### src/rtl/i2c_target.sv
// i2c_target -- I2C target (slave) responder.
//
// Oversamples raw SCL/SDA on clk, detects START/STOP, matches a 7-bit
// address and then either delivers written bytes (rx_data/rx_valid) or
// fetches bytes to return (tx_req/tx_data) and shifts them out open-drain.
//
// Ports:
//   clk        system clock, all logic on posedge
//   rst        asynchronous active-low reset
//   scl_in     raw bus SCL
//   sda_in     raw bus SDA
//   sda_oe     1 = pull SDA low, 0 = release
//   rx_data    last byte written by the master
//   rx_valid   one-cycle strobe, rx_data valid
//   tx_data    byte to return on read, sampled while tx_req is high
//   tx_req     one-cycle strobe requesting the next read byte
//   addressed  high from address ACK until STOP/START
//   busy       high from START until STOP
//
// Build option: define I2C_TGT_GLITCH_FILTER_EN to insert a 3-sample
// hold filter on each synchronized line (rejects 1-2 clk spikes, +2 clk
// edge latency).

module i2c_target #(
  parameter logic [6:0]  ADDR        = 7'h42,
  parameter int unsigned SYNC_STAGES = 2
) (
  input  logic       clk,
  input  logic       rst,
  input  logic       scl_in,
  input  logic       sda_in,
  output logic       sda_oe,
  output logic [7:0] rx_data,
  output logic       rx_valid,
  input  logic [7:0] tx_data,
  output logic       tx_req,
  output logic       addressed,
  output logic       busy
);

  typedef enum logic [2:0] {
    ST_IDLE, ST_ADDR, ST_ADDR_ACK, ST_WRITE,
    ST_WRITE_ACK, ST_READ, ST_READ_ACK, ST_WAIT_STOP
  } state_t;

  // Synchronizers, preset to the idle-bus level.
  logic [SYNC_STAGES-1:0] scl_sync_q, scl_sync_d, sda_sync_q, sda_sync_d;
  logic scl_s, sda_s, scl_line, sda_line;
  logic scl_prev_q, scl_prev_d, sda_prev_q, sda_prev_d;

  always_comb begin
    scl_sync_d = {scl_sync_q[SYNC_STAGES-2:0], scl_in};
    sda_sync_d = {sda_sync_q[SYNC_STAGES-2:0], sda_in};
  end

  assign scl_s = scl_sync_q[SYNC_STAGES-1];
  assign sda_s = sda_sync_q[SYNC_STAGES-1];

`ifdef I2C_TGT_GLITCH_FILTER_EN
  // hist[0] is one clk old, hist[1] two clk old. The filtered line follows
  // the synced sample only when all three agree, otherwise holds.
  logic [1:0] scl_hist_q, scl_hist_d, sda_hist_q, sda_hist_d;
  logic       scl_hold_q, sda_hold_q;

  always_comb begin
    scl_hist_d = {scl_hist_q[0], scl_s};
    sda_hist_d = {sda_hist_q[0], sda_s};
    scl_line   = (scl_s == scl_hist_q[0] && scl_s == scl_hist_q[1]) ? scl_s : scl_hold_q;
    sda_line   = (sda_s == sda_hist_q[0] && sda_s == sda_hist_q[1]) ? sda_s : sda_hold_q;
  end

  always_ff @(posedge clk or negedge rst) begin
    if (!rst) begin
      scl_hist_q <= '1;
      sda_hist_q <= '1;
      scl_hold_q <= 1'b1;
      sda_hold_q <= 1'b1;
    end else begin
      scl_hist_q <= scl_hist_d;
      sda_hist_q <= sda_hist_d;
      scl_hold_q <= scl_line;
      sda_hold_q <= sda_line;
    end
  end
`else
  always_comb begin
    scl_line = scl_s;
    sda_line = sda_s;
  end
`endif

  assign scl_prev_d = scl_line;
  assign sda_prev_d = sda_line;

  logic scl_rise, scl_fall, start_det, stop_det;
  assign scl_rise  = scl_line & ~scl_prev_q;
  assign scl_fall  = ~scl_line & scl_prev_q;
  assign start_det = ~sda_line & sda_prev_q & scl_line;
  assign stop_det  = sda_line & ~sda_prev_q & scl_line;

  state_t     state_q, state_d;
  logic [3:0] bit_cnt_q, bit_cnt_d;
  logic [7:0] shift_q, shift_d, tx_shift_q, tx_shift_d, rx_data_q, rx_data_d;
  logic       rw_q, rw_d, sda_oe_q, sda_oe_d, rx_valid_q, rx_valid_d;
  logic       addressed_q, addressed_d, busy_q, busy_d, tx_load;

  always_comb begin
    state_d     = state_q;
    bit_cnt_d   = bit_cnt_q;
    shift_d     = shift_q;
    tx_shift_d  = tx_shift_q;
    rx_data_d   = rx_data_q;
    rw_d        = rw_q;
    sda_oe_d    = sda_oe_q;
    rx_valid_d  = 1'b0;
    addressed_d = addressed_q;
    busy_d      = busy_q;
    tx_load     = 1'b0;

    if (start_det) begin
      state_d     = ST_ADDR;
      bit_cnt_d   = '0;
      sda_oe_d    = 1'b0;
      addressed_d = 1'b0;
      busy_d      = 1'b1;
    end else if (stop_det) begin
      state_d     = ST_IDLE;
      sda_oe_d    = 1'b0;
      addressed_d = 1'b0;
      busy_d      = 1'b0;
    end else begin
      unique case (state_q)
        ST_ADDR: begin
          if (scl_rise) begin
            shift_d   = {shift_q[6:0], sda_line};
            bit_cnt_d = bit_cnt_q + 4'd1;
          end else if (scl_fall && bit_cnt_q == 4'd8) begin
            if (shift_q[7:1] == ADDR) begin
              sda_oe_d = 1'b1;
              rw_d     = shift_q[0];
              state_d  = ST_ADDR_ACK;
            end else begin
              state_d  = ST_WAIT_STOP;
            end
          end
        end
        ST_ADDR_ACK: begin
          if (scl_fall) begin
            addressed_d = 1'b1;
            if (rw_q) begin
              tx_load = 1'b1;
              state_d = ST_READ;
            end else begin
              sda_oe_d  = 1'b0;
              bit_cnt_d = '0;
              state_d   = ST_WRITE;
            end
          end
        end
        ST_WRITE: begin
          if (scl_rise) begin
            shift_d   = {shift_q[6:0], sda_line};
            bit_cnt_d = bit_cnt_q + 4'd1;
            if (bit_cnt_q == 4'd7) begin
              rx_data_d  = {shift_q[6:0], sda_line};
              rx_valid_d = 1'b1;
            end
          end else if (scl_fall && bit_cnt_q == 4'd8) begin
            sda_oe_d = 1'b1;
            state_d  = ST_WRITE_ACK;
          end
        end
        ST_WRITE_ACK: begin
          if (scl_fall) begin
            sda_oe_d  = 1'b0;
            bit_cnt_d = '0;
            state_d   = ST_WRITE;
          end
        end
        ST_READ: begin
          // bit_cnt counts bits already placed on the bus.
          if (scl_fall) begin
            if (bit_cnt_q == 4'd8) begin
              sda_oe_d = 1'b0;
              state_d  = ST_READ_ACK;
            end else begin
              sda_oe_d   = ~tx_shift_q[7];
              tx_shift_d = {tx_shift_q[6:0], 1'b0};
              bit_cnt_d  = bit_cnt_q + 4'd1;
            end
          end
        end
        ST_READ_ACK: begin
          // A NACK leaves on the rise; a fall here therefore follows an ACK.
          if (scl_rise && sda_line) begin
            state_d = ST_WAIT_STOP;
          end else if (scl_fall) begin
            tx_load = 1'b1;
            state_d = ST_READ;
          end
        end
        default: ;
      endcase

      if (tx_load) begin
        sda_oe_d   = ~tx_data[7];
        tx_shift_d = {tx_data[6:0], 1'b0};
        bit_cnt_d  = 4'd1;
      end
    end
  end

  always_ff @(posedge clk or negedge rst) begin
    if (!rst) begin
      scl_sync_q  <= '1;
      sda_sync_q  <= '1;
      scl_prev_q  <= 1'b1;
      sda_prev_q  <= 1'b1;
      state_q     <= ST_IDLE;
      bit_cnt_q   <= '0;
      shift_q     <= '0;
      tx_shift_q  <= '0;
      rx_data_q   <= '0;
      rw_q        <= 1'b0;
      sda_oe_q    <= 1'b0;
      rx_valid_q  <= 1'b0;
      addressed_q <= 1'b0;
      busy_q      <= 1'b0;
    end else begin
      scl_sync_q  <= scl_sync_d;
      sda_sync_q  <= sda_sync_d;
      scl_prev_q  <= scl_prev_d;
      sda_prev_q  <= sda_prev_d;
      state_q     <= state_d;
      bit_cnt_q   <= bit_cnt_d;
      shift_q     <= shift_d;
      tx_shift_q  <= tx_shift_d;
      rx_data_q   <= rx_data_d;
      rw_q        <= rw_d;
      sda_oe_q    <= sda_oe_d;
      rx_valid_q  <= rx_valid_d;
      addressed_q <= addressed_d;
      busy_q      <= busy_d;
    end
  end

  assign sda_oe    = sda_oe_q;
  assign rx_data   = rx_data_q;
  assign rx_valid  = rx_valid_q;
  assign tx_req    = tx_load;
  assign addressed = addressed_q;
  assign busy      = busy_q;

endmodule

### config.mk
export PLATFORM = sky130hd
export DESIGN_NAME = i2c_target
export DESIGN_NICKNAME = d
export VERILOG_FILES = /design/src/rtl/i2c_target.sv
export SDC_FILE = /design/constraint.sdc
export NUM_CORES = 1
export LEC_CHECK = 0
export CORE_MARGIN = 4
export CORE_UTILIZATION = 54
export DETAILED_ROUTE_END_ITERATION = 10
export GPL_ROUTABILITY_DRIVEN = 0
export GPL_TIMING_DRIVEN = 0
export PLACE_DENSITY = 0.85
export SYNTH_ARGS = -nofsm -noshare
export SYNTH_HDL_FRONTEND = slang
export SYNTH_SLANG_ARGS = --single-unit
### constraint.sdc
create_clock -name clk -period 2.55 [get_ports clk]
set_clock_uncertainty 0.1 [all_clocks]
set_input_delay 0.51 -clock clk [delete_from_list [all_inputs] [get_ports clk]]
set_output_delay 0.51 -clock clk [all_outputs]
set_load 0.005 [all_outputs]
# Word-level counts from Yosys, hierarchy flattened
# Index checks and enable logic that the tools add are counted.
[op_classes]
addsub = 1
muxes = 63
n_bitwise = 15
reduce_logical = 19
eq_ne = 35
[ops]
columns = ["cell", "count"]
rows = [
  ["$ne 4x4->1 const B", 13],
  ["$ne 5x5->1 const B", 10],
  ["$mux 3", 14],
  ["$mux 4", 9],
  ["$mux 1", 32],
  ["$mux 8", 4],
  ["$reduce_and 10->1", 2],
  ["$pmux 3 s6", 1],
  ["$pmux 4 s4", 1],
  ["$reduce_bool 8->1", 2],
  ["$reduce_and 5->1", 2],
  ["$eq 3x3->1 const B", 3],
  ["$not 1->1", 9],
  ["$reduce_and 8->1", 1],
  ["$eq 7x7->1 const B", 1],
  ["$and 1x1->1", 6],
  ["$eq 3x2->1 const B", 2],
  ["$reduce_and 6->1", 1],
  ["$reduce_bool 2->1", 3],
  ["$reduce_bool 3->1", 2],
  ["$reduce_bool 6->1", 1],
  ["$pmux 1 s5", 1],
  ["$add 4x1->4 const B", 1],
  ["$eq 4x3->1 const B", 1],
  ["other kinds (10)", 11],
]
[totals]
reg_bits = 42
input_bits = 12
output_inout_bits = 13

# Longest topological paths before layout
# Gate-level depths: netlist (run 1).
[depth]
word_depth = 10
mapped_depth = 7

# Worst setup path before layout (run 1)
# Ideal clock, no wire load.
[synth_timing]
kind = "flip-flop to flip-flop"
start = "register scl_sync_q[1]"
end = "register rx_data_q[0], in the netlist rx_data[0]"
path_stages_with_launch = 5
setup_ns = 0.125
n_path_buf = 0
path_slack_ns = 0.515
synth_period_minus_slack_ns = 2.035
t_arrival_ns = 1.811
path_cell_list = "dfstp_2 -> inv_1 -> or3_4 -> nor4_4 -> mux2_2"
[synth_between]
elab_chain_cells = 3
[synth_rtl]
columns = ["item", "line_no", "text"]
rows = [
  ["start, declared", "47", "logic [SYNC_STAGES-1:0] scl_sync_q, scl_sync_d, sda_sync_q, sda_sync_d;"],
  ["start signal, assigned", "230", "scl_sync_q <= scl_sync_d;"],
  ["$and 1x1->1 (on tied branches)", "99, 98", ""],
  ["$not 1->1 (no line)", "--", ""],
  ["$reduce_and 5->1 (no line) (*)", "--", ""],
  ["end signal, assigned", "238", "rx_data_q <= rx_data_d;"],
  ["end, declared", "103", "logic [7:0] shift_q, shift_d, tx_shift_q, tx_shift_d, rx_data_q, rx_data_d;"],
]
# Every way passes the cells marked *; elsewhere a longest branch is shown, timed or not.
# A chain may end at the register's enable or synchronous reset.

# Final worst setup path (run 1)
[layout_timing]
start = "register scl_sync_q[1]"
end = "register rx_data_q[4], in the netlist rx_data[4]"
# Same word-level chain as after synthesis.

==> results of run 1 <==
-- critical path, stage by stage (launching register included) --
cell,delay (ps)
dfstp_2,610
inv_1,90
or3_4,420
nor4_4,590
mux2_2,410
-- flip-flops by register name, summed over array words and instances, names as in the netlist, 2 cells and up --
register / count
bit_cnt_q: 4
rx_data: 8
scl_sync_q: 2
sda_sync_q: 2
shift_q: 8
state_q: 3
tx_shift_q: 7
-- cell families after synthesis --
kind of cell               count (synthesis)  share of synthesized area
AOI/OAI and AO/OA                         39                     0.1314
xor gates and xnor gates                   1                   0.004488
adders and majority gates                  2                    0.01282
buffers and inverters                     12                    0.02436
DFF                                       41                     0.5295
muxes                                     19                     0.1083
and+or+nand+nor                           69                     0.1891
-- power by group --
group | total [W] | switching (W) | internal [W]
Combinational | 0.000772 | 0.000423 | 0.000350
Clock | 0.000339 | 0.000205 | 0.000134
Sequential | 0.000953 | 0.000147 | 0.000806
Total | 0.00206 | 0.000774 | 0.00129
-- layout make-up --
cell class	count	area (µm²)
Tap cell	46	57.56
Fill cell	255	1067
Timing Repair Buffer	27	260.3
Clock inverter	2	13.76
Sequential cell	41	1036
Clock buffer	6	51.30
Multi-Input combinational cell	130	890.9
Inverter	6	22.52
Buffer	4	16.27
-- per-stage QoR --
stage / worst slack (ps) / setup TNS (ps) / cells
final: 220.4 / 0 / 262
after global routing: 53.55 / 0 / 262
after CTS: 1.739 / 0 / 262
after detailed placement: -8.079 / -8.079 / 253
after global placement: -28.76 / -950.3 / 253
after floorplan: 514.7 / 0 / 183
-- final timing paths --
check                                              from                  endpoint  slack, ps  depth (start not counted)
max in group asynchronous                           rst    state_q[1]$_DFFE_PN0P_       1600                          1
worst max register to register  scl_sync_q[1]$_DFF_PN1_    rx_data[4]$_DFFE_PN0P_        220                          4
worst max-delay path            scl_sync_q[1]$_DFF_PN1_    rx_data[4]$_DFFE_PN0P_        220                          4
min in group clk                scl_sync_q[0]$_DFF_PN1_   scl_sync_q[1]$_DFF_PN1_        270                          0
worst min register to register  scl_sync_q[0]$_DFF_PN1_   scl_sync_q[1]$_DFF_PN1_        270                          0
worst min-delay path                                rst  bit_cnt_q[1]$_DFFE_PN0P_        150                          1
-- layout by cell type (no fill, tap or decap), types with 3 or more instances in the layout --
cell type	count
o22ai_1	7
nor2_1	21
dfrtp_1	33
a31oi_1	4
nor3_1	3
clkdlybuf4s50_1	22
nor2b_1	4
o211ai_1	3
o21ai_0	10
mux2_2	17
inv_1	5
clkbuf_4	5
dfstp_2	6
nand3_1	6
a21oi_1	4
buf_4	3
nand2_1	13
nand2b_1	3
-- repair_timing --
action / 4_1_cts / 5_1_grt
buffers inserted: 3 / 0
setup endpoints to repair: 1 / 1
gates resized for setup: 5 / 2
pin swaps: 1 / 0
-- metal layers --
| metal | share of wire | routed length, µm |
|---|---|---|
| met4 | 0.016 | 66 |
| met1 | 0.41 | 1647 |
| met2 | 0.51 | 2079 |
| met5 | 0 | 0 |
| met3 | 0.063 | 257 |
==> metrics.txt, run 1 <==
H-tree levels=2; die area=4640 µm²; largest net degree at the start of global routing=between 40 and 50; Pleak=1.063 nW; dpl cell area=2245 µm²; starting density of the core=0.5714; Core Util, Final=0.6875; Routed Antenna Nets=0; Routed Wire Length=~4100 µm; Worst Hold Class=in -> async; num rows=21; Clock Sinks=41; ys async rst share=1.000; Crit Path Category=reg -> reg; Post-Syn Area=1952 µm²; wire per inst=15.46 µm; gr busiest metal=met2; Mean Syn Cell Area=10.67 µm²; # diodes=0; final setup violation count=0; syn_nets=197; input/output buffers=24; sequential cell area fraction in the yosys report=0.5295; Final Hold Fails=0; ranking of synthesized cells by area=dfrtp_1 (45%), mux2_2 (9.8%), dfstp_2 (8.1%); post-route clock period utilization=0.9136; Layout Area Growth over Synthesis=20.32%; critical path peak fanout=9; first-pass GRT wire length=between 7000 and 8000 µm; vias in the first global route=around 1.6k; insertion delay to the later sink of the worst-skew pair=about 350 ps; Rel. slew slack=0.4261; post-synth top area share=0.4487; total power=0.002064 W; Min Hold Slack=153.1 ps; post-route cell area=about 2300 µm²; unrepaired setup endpoints after global routing=false; outcome=finished, final reports clean; CTS tree=done; Yosys top cell by area=dfrtp_1; io pins=25; cts bufs inserted=5; final worst path period need=approximately 2300 ps; Post-Syn Instances=183; fin. max-slew vios=0; nets=229; CTS root buf=clkbuf_4; met3 usage=0.06076; drt via density=5.958; Post-CTS Hold Buffers=0; flip-flop and latch count after synthesis=41; maximum clock rate=429.3 MHz; top post-synthesis cells by count=dfrtp_1 (35), nor2_1 (21), mux2_2 (17); Pre-Repair DR Iteration Count=4; Post-DP HPWL=between 2000 and 3000 µm; via count=1,561; drc violations=0; worst vdd ir=0.5649 mV; met1 GRT Util=0.2564; Clk pin slew, worst setup/hold paths=about 120 ps; Main synth FF type=dfrtp_1; Core Area=3416 µm²; number of distinct library cells after synthesis=42; Initial DRC Count=100; met2 GRT Util=0.3406; Post-synth EDFFs=0; GRT Util Overall=0.2053; initial antenna violation count=0; CP required=2690 ps; most common cell in the netlist=dfrtp_1; Ys Warns=0; Worst setup SP type=flop; die width=around 68 µm; gr ovfl total=0; die height=68.12 µm; Critical Path AT=roughly 2500 ps; worst-margin pin slew=~860 ps; clock tree buffer depth=2; MaxCap Viol Count=0; share of cells above drive strength 1=0.2222; Pwr Density=between 800 and 900 nW/µm²; CP endpoint kind=flop
No activity file was read; power rests on OpenSTA's default activity.
==> run 2: changes to the inputs <==
--- a/config.mk
+++ b/config.mk
@@ -6,11 +6,13 @@
 export NUM_CORES = 1
 export LEC_CHECK = 0
 export CORE_MARGIN = 4
-export CORE_UTILIZATION = 54
+export CORE_UTILIZATION = 57
+export CTS_BUF_LIST = sky130_fd_sc_hd__clkbuf_4 sky130_fd_sc_hd__clkbuf_8
+export CTS_CLUSTER_DIAMETER = 40
 export DETAILED_ROUTE_END_ITERATION = 10
 export GPL_ROUTABILITY_DRIVEN = 0
 export GPL_TIMING_DRIVEN = 0
-export PLACE_DENSITY = 0.85
+export PLACE_DENSITY = 0.89
 export SYNTH_ARGS = -nofsm -noshare
 export SYNTH_HDL_FRONTEND = slang
 export SYNTH_SLANG_ARGS = --single-unit
==> metrics.txt, run 2 (synthesis results as in run 1) <==
insertion delay to the later sink of the worst-skew pair=360 ps; outcome=finished, final reports clean; clock tree buffer depth=2; first-pass GRT wire length=approximately 7000 µm; Pwr Density=953.2 nW/µm²; Post-DP HPWL=2980 µm; share of cells above drive strength 1=0.2130; num rows=20; post-route clock period utilization=0.9470; maximum clock rate=~410 MHz; die width=between 60 and 70 µm; Layout Area Growth over Synthesis=21.73%; worst vdd ir=0.5493 mV; Rel. slew slack=0.4104; worst-margin pin slew=between 800 and 900 ps; final worst path period need=2415 ps; Critical Path AT=1800 ps; Routed Wire Length=4169 µm; dpl ws=-24.41 ps; die height=66.52 µm; nets=229; Worst Hold Class=in -> async; Crit Path Category=reg -> out; final setup violation count=0; drc violations=0; met2 GRT Util=0.3445; CTS root buf=clkbuf_4; CTS tree=done; setup_tns=0 ps; input/output buffers=24; reg2reg start=sda_sync_q[1]$_DFF_PN1_; Min Hold Slack=153.1 ps; wire per inst=16.03 µm; Core Area=3153 µm²; critical path peak fanout=10; Clock Sinks=just over 40; Slowest-stage cell, CP=dfrtp_1; via count=1,529; unrepaired setup endpoints after global routing=false; Sequential Area=~1000 µm²; cts bufs inserted=5; filler instances=about 220; Pre-Repair DR Iteration Count=4; GRT Util Overall=0.2153; starting density of the core=0.6190; gr busiest metal=met2; total power=~0.0023 W; most frequent cells in the layout=dfrtp_1 (35), clkdlybuf4s50_1 (22), nor2_1 (21); vias in the first global route=1,535; Post-CTS Hold Buffers=0; Pleak=between 1 and 1.5 nW; MaxCap Viol Count=0; drt via density=between 5 and 6; met3 usage=0.06071; # diodes=0; commonest non-fill, non-tap cell in the layout=dfrtp_1; CP endpoint kind=primary output; largest net degree at the start of global routing=42; CP Cell Sequence=buf_4 > nand2b_4 > or3_4 > inv_2 > dlygate4sd2_1; Initial DRC Count=177; gr ovfl total=0; initial antenna violation count=0; CP required=around 1900 ps; CP Launch Point=state_q[0]$_DFFE_PN0P_; H-tree levels=2; Final Worst Setup Slack=about 140 ps; io pins=25; met1 GRT Util=0.2698; Final Hold Fails=0; Routed Antenna Nets=0; critical path's largest stage delay=400 ps; Clk pin slew, worst setup/hold paths=~120 ps; fin. max-slew vios=0; die area=between 4000 and 5000 µm²; Worst setup SP type=flop; multi-input logic area=885.9 µm²
-- run 2: worst max-delay path: cells and delay by family (launching register included) --
family	cells	cell delay [ps]
AND/OR/NAND/NOR	2	550
buffers and inverters	3	490
flip-flops	1	400
-- run 2: power breakdown --
part	switching (W)	internal [W]	total, W
Clock	0.000220	0.000308	0.000528
Sequential	0.000146	0.000803	0.000949
Combinational	0.000431	0.000356	0.000787
-- run 2: cell type report --
class	instances	area share
Buffer	5	0.01001
Clock buffer	5	0.01580
Clock inverter	3	0.02896
Inverter	6	0.009479
Multi-Input combinational cell	130	0.3728
Sequential cell	41	0.4350
Tap cell	44	0.02317
Timing Repair Buffer	26	0.1048
-- run 2: repair_timing --
| action | in CTS | in global routing |
|---|---|---|
| endpoints found under the hold margin | 0 | 0 |
| setup buffers | 2 | 0 |
| gates resized for setup | 6 | 0 |
| setup endpoints to repair | 1 | 0 |
-- run 2: stage by stage --
stage / std cells / util / instance area (µm²)
after global placement: 251 / 0.7127 / 2247
final: 260 / 0.7536 / 2376
after floorplan: 183 / - / 1952
after CTS: 260 / 0.7536 / 2376
after global routing: 260 / 0.7536 / 2376
after detailed placement: 251 / 0.7111 / 2242
-- run 2: final timing paths --
kind,endpoint,slack [ps],cells past startpoint
max in group asynchronous,addressed$_DFFE_PN0P_,1640,1
min in group clk,sda_sync_q[1]$_DFF_PN1_,270,0
max,tx_req,140,5
min reg2reg,sda_sync_q[1]$_DFF_PN1_,270,0
max reg2reg,rx_data[6]$_DFFE_PN0P_,240,5
min,bit_cnt_q[0]$_DFFE_PN0P_,150,1
-- run 2: per-layer routing --
layer,vias up,share of wire
met5,-,0
met4,0,0.026
met3,12,0.053
met2,52,0.49
met1,743,0.43
li1,722,-
